$ cat src/rtl/p2s_miso_tx.sv
// p2s_miso_tx: parallel-to-serial MISO transmitter for the SPI slave read path.
// Loads one word on tx_valid while idle, drives it MSB-first onto MISO one bit
// per enabled cycle, and pulses tx_done once the final bit has been consumed.
module p2s_miso_tx #(
  parameter int DATA_WIDTH = 8,
  parameter int CNT_W      = 4
) (
  input  logic                  clk,
  input  logic                  rst,
  input  logic [DATA_WIDTH-1:0] tx_data,
  input  logic                  tx_valid,
  input  logic                  En_P2S,
  input  logic                  abort,
  output logic                  MISO,
  output logic                  tx_ready,
  output logic                  tx_busy,
  output logic                  tx_done
);

  typedef enum logic {IDLE = 1'b0, SHIFT = 1'b1} state_t;

  state_t                state, state_n;
  logic [DATA_WIDTH-1:0] sreg, sreg_n;
  logic [CNT_W-1:0]      bit_cnt, cnt_n;
  logic                  miso_n, done_n;
  logic [CNT_W-1:0]      cnt_m1;
  logic [DATA_WIDTH-1:0] sreg_shr;

  // Next bit to present is sreg[bit_cnt-1]; a shift avoids an index-width mismatch
  // when CNT_W is wider than the bit position needs.
  assign cnt_m1   = bit_cnt - 1'b1;
  assign sreg_shr = sreg >> cnt_m1;

  // Status flags decode straight from the state register.
  assign tx_ready = (state == IDLE);
  assign tx_busy  = (state == SHIFT);

  // State register.
  always_ff @(posedge clk or posedge rst) begin
    if (rst) state <= IDLE;
    else     state <= state_n;
  end

  // Next-state and datapath next values; abort outranks everything in SHIFT.
  always_comb begin
    state_n = state;
    sreg_n  = sreg;
    cnt_n   = bit_cnt;
    miso_n  = MISO;
    done_n  = 1'b0;
    case (state)
      IDLE: begin
        miso_n = 1'b0;
        if (tx_valid && !abort) begin
          sreg_n  = tx_data;
          cnt_n   = CNT_W'(DATA_WIDTH - 1);
          miso_n  = tx_data[DATA_WIDTH-1];
          state_n = SHIFT;
        end
      end
      SHIFT: begin
        if (abort) begin
          state_n = IDLE;
          miso_n  = 1'b0;
          cnt_n   = '0;
        end else if (En_P2S) begin
          if (bit_cnt != '0) begin
            miso_n = sreg_shr[0];
            cnt_n  = cnt_m1;
          end else begin
            miso_n  = 1'b0;
            done_n  = 1'b1;
            state_n = IDLE;
          end
        end
      end
      default: begin
        state_n = IDLE;
        miso_n  = 1'b0;
      end
    endcase
  end

  // Datapath registers: shift word, bit counter, registered MISO and done pulse.
  always_ff @(posedge clk or posedge rst) begin
    if (rst) begin
      sreg    <= '0;
      bit_cnt <= '0;
      MISO    <= 1'b0;
      tx_done <= 1'b0;
    end else begin
      sreg    <= sreg_n;
      bit_cnt <= cnt_n;
      MISO    <= miso_n;
      tx_done <= done_n;
    end
  end

endmodule
$ cat config.mk
export PLATFORM = sky130hd
export DESIGN_NAME = p2s_miso_tx
export DESIGN_NICKNAME = d
export VERILOG_FILES = /design/src/rtl/p2s_miso_tx.sv
export SDC_FILE = /design/constraint.sdc
export NUM_CORES = 1
export LEC_CHECK = 0
export ABC_AREA = 0
export ABC_CLOCK_PERIOD_IN_PS = 4400
export CORE_MARGIN = 5
export CORE_UTILIZATION = 52
export CTS_CLUSTER_DIAMETER = 30
export DETAILED_ROUTE_END_ITERATION = 7
export GPL_ROUTABILITY_DRIVEN = 1
export PLACE_DENSITY = 0.9
export SYNTH_ARGS = -nofsm -noshare
export SYNTH_HDL_FRONTEND = slang
export SYNTH_SLANG_ARGS = --single-unit
$ cat constraint.sdc
create_clock -name clk -period 4.4 [get_ports clk]
set_clock_uncertainty 0.05 [all_clocks]
set_input_delay 0.44 -clock clk [delete_from_list [all_inputs] [get_ports clk]]
set_output_delay 0.44 -clock clk [all_outputs]
set_load 0.01 [all_outputs]
==> impl_metrics.csv <==
group,metric,value,unit
critical_path,critPathTopFamily,"buffers and inverters",
critical_path,cp_num_cells,2,
critical_path,startpoint,"tx_busy",
timing,fmax,518,MHz
cts,clk_path_buf_depth,2,
timing,setup_viol,0,
timing,hold_slack,0.434,ns
flow_run,drv_cap,0,
routing,drcViolationCount,0,
critical_path,critical_path.max_fanout,8,
pwr,p_per_area,383,mW/mm²
final_layout,final_area,981,µm²
global_routing,grt_pass1_vias,549,
timing,maxSlewViolCount,0,
critical_path,reg2reg_depth,6,
cts,cts_resized,0,
critical_path,reg2reg_from,"bit_cnt[0]",
final_layout,final_common_cell,"clkdlybuf4s50_1",
routing,routed_wl,1440,µm
place,dp.final_hpwl,1080,µm
critical_path,crit_path_cell_trace,"inv_1 -> clkdlybuf4s50_1",
cts,hold_buffers,0,
timing,rsz0062_at_grt,"no",
synthesis,yosysSeqAreaShare,48.0,%
pwr,p_leak,0.410,nW
synthesis,synth-seq-cells,15,
timing,period_needed,1.93,ns
run_status,outcome,"finished clean",
routing,avgRoutedWirePerCell,14.4,µm
pwr,power,0.375,mW
floorplan,die_w,48.8,µm
critical_path,critPathBufInv,2,
timing,hold_viol,0,
final_layout,mostFrequentLayoutCells,"clkdlybuf4s50_1, dfrtp_1, mux2_2, inv_1",
cts,cts_tree,"yes",
timing,fin_crit_sh,43.9,%
timing,max_slew.worst_pin.slew,0.540,ns
routing,dr_total_vias,571,
routing,drtIter0Drc,6,
critical_path,slowest_delay,0.55,ns
synthesis,synth_nets,81,
global_routing,track_usage,13.6,%
cts,clock_latency,0.29,ns
cts,h-tree-depth,1,
pwr,ir_drop,0.000213,V
critical_path,setup.worst_path.end,"tx_ready",
floorplan,start_util,53.1,%
global_routing,gr-total-overflow,0,
floorplan,dieArea,0.00238,mm²
timing,tns,0,ns
place,place_area,953,µm²
global_routing,grt_first_pass_wirelength,2540,µm
routing,antenna_left,0,
critical_path,rrSetupSlack,2.60,ns
cts,post_cts_buffers,0,
place,gp_congestion,0.837,
synthesis,syn-instance-count,66,
critical_path,end_kind,"output port",
final_layout,fillCellCount,117,
routing,firstDrtPassIters,4,
critical_path,crit_required,3.91,ns
synthesis,ys_types,29,
critical_path,worstSetupPathType,"reg2out",
critical_path,crit_slowest_cell,"clkdlybuf4s50_1",
final_layout,final_layout_size_suffix_gt1_share,19.0,%
floorplan,die_height,48.8,µm
timing,relSlewSlack,63.9,%
cts,cts.sinks,15,
routing,vias_per_cell,5.71,
critical_path,r2r-end,"bit_cnt[3]",
final_layout,syn_to_final_growth,25.4,%
critical_path,critPathLaunchType,"flop",
floorplan,io_pins,17,
place,port_buffers,16,
min_path,hold_class,"in2async",
global_routing,antenna_found_initial,0,
cts,clk_pin_slew,0.09,ns
cts,cts_root_buffer,"clkbuf_4",
critical_path,critPathArrivalTime,1.44,ns
final_layout,n_antenna_cell,0,
synthesis,ys_warn_count,0,
floorplan,coreArea,0.00147,mm²
synthesis,post_synth_instance_area,782,µm²
floorplan,rows,14,
cts,numCtsBuffers,3,
synthesis,avgSynthCellArea,11.8,µm²
final_layout,final_nets,100,
global_routing,grt_max_degree,16,
[sequential cells by signal, indices dropped and copies added, names as in the netlist]
signal and flops:
bit_cnt 4, sreg 8, tx_done 1, MISO 1, tx_busy 1
[synthesized netlist by cell type (all sizes together)]
library cell  count  area [µm²]
dfrtp            15         375
mux2              8        90.1
inv               5        18.8
nor2              4        17.5
o21a              3        22.5
ha                2        25.0
mux4              2        45.0
nand2             2        7.51
nor3              2        10.0
nor3b             2        15.0
o21ai             2        10.0
o2bb2ai           2        17.5
xor2              2        17.5
a21o              1        7.51
a21oi             1        5.00
a311oi            1        8.76
a31oi             1        6.26
buf               1        5.00
clkbuf            1        3.75
mux2i             1        10.0
nand2b            1        6.26
nand3             1        5.00
nor4              1        6.26
o221ai            1        8.76
o31a              1        8.76
o32ai             1        8.76
or3               1        11.3
or3b              1        8.76
[layer usage]
| metal | vias to the layer above | global-route usage [%] | part of all wire, % |
|---|---|---|---|
| li1 | 278 | - | - |
| met1 | 273 | 19.3 | 46 |
| met2 | 18 | 18.5 | 46 |
| met3 | 2 | 4.28 | 6.8 |
| met4 | 0 | 7.17 | 1.0 |
| met5 | - | 0 | 0 |
[worst min path at each step]
stage | start | endpoint | slack, ns
floorplan | rst | MISO | 0.29
global placement | sreg[1] | sreg[1] | 0.44
detailed placement | sreg[2] | sreg[2] | 0.44
CTS | rst | sreg[3] | 0.45
global route | sreg[0] | sreg[0] | 0.48
finish | rst | sreg[4] | 0.43
[area by class of cell]
cell class              count  area (µm²)  area share [%]
clock buffers               3        22.5            2.30
multi-input cells          44         379            38.6
well taps                  16        20.0            2.04
inverters                   5        18.8            1.91
repair buffers             16         160            16.3
clock inverters             1        5.00           0.510
flip-flops and latches     15         375            38.3
[stage by stage]
step           util (%)  instances  setup slack, ns
2_1_floorplan         -         66             2.77
3_3_place_gp       64.8         96             2.38
3_5_place_dp       64.8         96             2.36
4_1_cts            66.7        100             2.46
5_1_grt            66.7        100             2.39
6_report           66.7        100             2.47
[power by group]
part	total, mW	internal [mW]	switching [mW]
Sequential	0.188	0.163	0.0245
Combinational	0.110	0.0656	0.0444
Clock	0.0776	0.0338	0.0438
[logic make-up after synthesis]
| family | synth area share (%) |
|---|---|
| AO/OA/AOI/OAI | 13.3 |
| XOR/XNOR | 2.24 |
| adder cells (fa/ha/maj) | 3.20 |
| buffers and inverters | 3.52 |
| flip-flops | 48.0 |
| multiplexers | 18.6 |
| AND/OR/NAND/NOR | 11.2 |
Power figures use the tool's default switching activity.
==> variant 1, RTL diff (same settings) <==
The parameter `DATA_WIDTH` goes from 8 to 12.
--- a/src/rtl/p2s_miso_tx.sv
+++ b/src/rtl/p2s_miso_tx.sv
@@ -4,3 +4,3 @@
 module p2s_miso_tx #(
-  parameter int DATA_WIDTH = 8,
+  parameter int DATA_WIDTH = 12,
   parameter int CNT_W      = 4
Ports: changed (resized tx_data); port bits go from 17 to 21. No check against the original RTL was run, so the function may have changed too.
==> variant 1 against the original RTL <==
Final area grew 26%. First-iteration DRC count grew 83%. Via count grew 16%. Final cell count grew 26%. Count of clock-buffer cells in the layout is the same. Total power grew 38%. Worst setup slack lost 0.13 ns. Synthesized area grew 27%. Wire length grew 26%. Sequential share of layout area grew 0.12 points. Sequential cell count grew 4.
==> variant 1: results (changes against the original RTL) <==
status=finished clean; Slew headroom=36.99% (-27 points); Largest stage delay, worst path=0.72 ns (+0.17 ns); final layout net count=121 (+21%); syn_nets=98 (+21%); setup repair bufs after CTS=0 (unchanged); worst hold start=sreg[8]; Hold Path Class=flip-flop to flip-flop; R2R Path End=sreg[9]; Final HPWL DP=1467 um (+36%); pin count of the biggest net entering global routing=20 (+4); clk root buf=clkbuf_4; ratio of cells with drive above 1 in the final layout=24.75% (+5.7 points); asr flop ratio synth=100.0% (unchanged); First-pass DRT Iterations=4 (unchanged); path depth of the worst reg2reg path=4 (-2); compound-gate portion of the synthesized area=10.62% (-2.7 points); RR Startpoint=tx_busy; adder-cell share of the synthesized area=2.528% (-0.67 points); Crit Path Max Fanout=12 (+4); Worst EP arrival=2.20 ns (+0.76 ns); via count=665 (+16%); post-synthesis sequential area ratio=48.04% (about the same); initial antenna violation count=0 (unchanged); Synth area leaders=dfrtp_1 48%, mux2_2 14%, mux4_2 6.8%; hold depth=1; Max rail drop VDD=0.2465 mV (+16%); first-pass GRT wire length=3105 um (+22%); Max Slew Vio Count=0 (unchanged); Cell Area, Placed=0.001209 sq mm (+27%); Filler cells=144 (+23%); Total Wirelength=1810 um (+26%); H-tree depth=1 (unchanged); Synth Warn #=0 (unchanged); post-synthesis mux area share=21.49% (+2.9 points); vias in the first global route=709 (+29%); Synth top cells by count=19 x dfrtp_1, 12 x mux2_2, 5 x inv_1, 5 x nor2_1, 5 x o21ai_0; clk slew on worst S/H paths=0.11 ns (+0.02 ns); initial drt markers=11 (+5); leak pwr=0.5083 nW (+24%); largest registers=sreg (12), bit_cnt (4); Placer Congestion=0.8465 (+1.2%); critical path's slowest cell=nor2_1; CP top delay family=simple AND/OR/NAND/NOR gates; Synth Area in XOR/XNOR=2.528% (+0.29 points); Unique masters post-synth=28 (-3.4%); r2r setup slk=2.39 ns (-0.21 ns); port bufs=20 (+4); global-route usage over all layers=15.06% (+1.4 points)
-- variant 1: cell types whose count changed after synthesis, moves of 3 or more --
cell     delta
dfrtp_1     +4
a22o_1      +3
mux2_2      +4
o21ai_0     +3
-- variant 1: power by group --
part | internal (mW) | leakage (nW) | total (mW) | switching, mW
logic | 0.111 | 0.264 | 0.185 | 0.0739
registers | 0.209 | 0.231 | 0.242 | 0.0332
clock network | 0.0346 | 0.0139 | 0.0898 | 0.0552
total | 0.355 | 0.508 | 0.517 | 0.162
-- variant 1: worst max-delay path by stage --
stage / slack (ns) / depth (start not counted) / end / startpoint
2_1_floorplan: 2.60 / 6 / MISO / bit_cnt[0]
6_report: 2.34 / 4 / sreg[9] / tx_valid
3_5_place_dp: 2.04 / 4 / sreg[9] / tx_valid
5_1_grt: 2.25 / 4 / sreg[3] / tx_valid
4_1_cts: 2.36 / 4 / sreg[3] / tx_valid
3_3_place_gp: 2.08 / 4 / sreg[11] / tx_valid
-- variant 1: kinds of logic after synthesis --
family,Yosys count
muxes,16
adders and majority gates,2
AOI/OAI and AO/OA,13
DFF,19
xor gates and xnor gates,2
buffers and inverters,7
and+or+nand+nor,20
-- variant 1: layer usage --
metal | vias up | track usage (%) | part of all wire, %
li1 | 330 | - | -
met1 | 318 | 18.55 | 43
met2 | 17 | 25.92 | 51
met3 | 0 | 4.986 | 5.6
met4 | 0 | 2.553 | 0
met5 | - | 0 | 0
-- variant 1: per-stage QoR --
| step | worst slack [ns] | hold WS (ns) | utilization, % | std cells |
|---|---|---|---|---|
| CTS | 2.358 | 0.4731 | 70.21 | 126 |
| detailed placement | 2.037 | 0.4454 | 68.51 | 122 |
| floorplan | 2.599 | 0.3411 | - | 79 |
| global route | 2.254 | 0.4852 | 70.21 | 126 |
| finish | 2.344 | 0.4693 | 70.21 | 126 |
| global placement | 2.076 | 0.4356 | 68.51 | 122 |
-- variant 1: layout make-up --
class	instances	area share [%]
timing repair buffer	20	16.16
clock inverter	1	0.6061
clock buffer	3	1.818
multi-input combinational	53	38.99
tap	25	2.525
inverter	5	1.515
sequential	19	38.38
==> variant 2, RTL diff (same flow settings) <==
Made on the original files. Reset style: synchronous (`rst`), changed in 2 clocked blocks.
--- a/src/rtl/p2s_miso_tx.sv
+++ b/src/rtl/p2s_miso_tx.sv
@@ -38,3 +38,3 @@
   // State register.
-  always_ff @(posedge clk or posedge rst) begin
+  always_ff @(posedge clk) begin
     if (rst) state <= IDLE;
@@ -84,3 +84,3 @@
   // Datapath registers: shift word, bit counter, registered MISO and done pulse.
-  always_ff @(posedge clk or posedge rst) begin
+  always_ff @(posedge clk) begin
     if (rst) begin
Behaviour: differs if rst is asserted again (counterexample within 4 cycles, from zero or initial values and one cycle with rst high); with rst held inactive, the same outputs for 10 cycles.
==> variant 2 against the original RTL <==
Wire length increased by 4.3%. Final area decreased by 1.7%. Non-clock buffer count unchanged. Total power decreased by 22%. Sequential cell count unchanged. Core utilization decreased by 1.1 points. Synthesized area increased by 1.3%. Die area increased by 1.0%. Combinational power decreased by 41%. Worst setup slack got worse by 0.021 ns. Via count increased by 11%. Clock power about the same. Synthesized cell count increased by 26%. Critical path depth unchanged. Critical endpoint unchanged. Largest cell class unchanged. Highest routed layer is now met3.
==> variant 2: results (changes against the original RTL) <==
status=finished clean; Final HPWL DP=1144 um (+6.2%); Hold Path Class=flip-flop to flip-flop; Worst EP arrival=1.46 ns (+0.02 ns); initial drt markers=4 (-2); clk slew on worst S/H paths=0.09 ns (about the same); Crit Path Max Fanout=9 (+1); post-synthesis sequential area ratio=37.91% (-10 points); ratio of cells with drive above 1 in the final layout=10.10% (-8.9 points); Synth top cells by count=15 x dfxtp_1, 12 x nor2_1, 9 x mux2i_1, 5 x inv_1; CTS Buf Count=3 (unchanged); port bufs=16 (unchanged); Worst Hold End=sreg[5]; Slew headroom=62.64% (-1.3 points); post-CTS sizing=0 (unchanged); R2R Path End=MISO; Layout Utilization=65.56% (-1.1 points); first-pass GRT wire length=2470 um (-2.7%); asr flop ratio synth=0% (-100 points); Synth Warn #=0 (unchanged); path depth of the worst reg2reg path=5 (-1); hold depth=2; Cell Area, Placed=938.4 sq um (-1.6%); Unique masters post-synth=30 (+3.4%); r2r setup slk=2.63 ns (+0.03 ns); pin count of the biggest net entering global routing=17 (+1); final layout net count=115 (+15%); worst hold start=sreg[5]; worst-skew pair later-pin latency=0.27 ns (-0.02 ns); critical path startpoint=tx_busy; leak pwr=0.3658 nW (-11%); RR Startpoint=bit_cnt[0]; global-route usage over all layers=12.94% (-0.71 points); Primary FF master, synth=dfxtp_1; Placer Congestion=0.9197 (+9.9%); initial antenna violation count=0 (unchanged); Synth area leaders=dfxtp_1 38%, mux2i_1 11%, mux4_2 5.7%; clk root buf=clkbuf_4; Largest stage delay, worst path=0.52 ns (-0.03 ns); Total Wirelength=1503 um (+4.3%); critical path's slowest cell=dfxtp_1; clock buffer depth=2 (unchanged); H-tree depth=1 (unchanged); syn_nets=98 (+21%); via count=633 (+11%); Max rail drop VDD=0.2170 mV (+1.9%); Filler cells=129 (+10%); CP top delay family=buffers and inverters; vias in the first global route=581 (+5.8%)
==> variant 2: cells by family after synthesis <==
| group | share of synthesized area, % |
|---|---|
| AOI/OAI and AO/OA | 12.32 |
| xor gates and xnor gates | 2.212 |
| adders and majority gates | 3.159 |
| buffers and inverters | 6.634 |
| DFF | 37.91 |
| muxes | 17.06 |
| and+or+nand+nor | 20.70 |
==> variant 2: metal layers <==
layer  vias to the layer above  GRT usage, %  routed length (um)
met3                         0         4.587                  90
li1                        325             -                   -
met1                       295         15.56                 678
met4                         0         3.587                   0
met2                        13         21.52                 734
met5                         -             0                   0
==> variant 2: worst max-delay path by stage <==
stage | to | cells past startpoint
5_1_grt | tx_ready | 2
3_5_place_dp | bit_cnt[2] | 5
4_1_cts | tx_ready | 2
3_3_place_gp | sreg[2] | 5
6_report | tx_ready | 2
2_1_floorplan | MISO | 5
==> variant 2: worst min-delay path: stages (launching register included) <==
cell and delay [ns]:
dfxtp_1 0.33, mux2i_1 0.06, nor2_1 0.07
==> variant 2: report_power, final <==
group	switching [mW]	leakage, nW	total, mW	internal (mW)
logic	0.0294	0.228	0.0652	0.0358
clock network	0.0426	0.0150	0.0777	0.0351
registers	0.00754	0.123	0.150	0.143
==> variant 2: cell type report <==
class / instances / area (sq um) / area share [%]
Clock buffer: 4 / 26.28 / 2.724
Timing Repair Buffer: 16 / 160.2 / 16.60
Inverter: 5 / 18.77 / 1.946
Sequential cell: 15 / 300.3 / 31.13
Tap cell: 16 / 20.02 / 2.075
Multi-Input combinational cell: 59 / 439.2 / 45.53
==> variant 2: metrics by stage <==
stage | hold WS (ns) | instances | setup slack (ns)
after detailed placement | 0.4309 | 111 | 2.435
after global placement | 0.4179 | 111 | 2.466
final | 0.4450 | 115 | 2.449
after floorplan | 0.4046 | 83 | 2.930
after global routing | 0.4834 | 115 | 2.373
after CTS | 0.4540 | 115 | 2.445
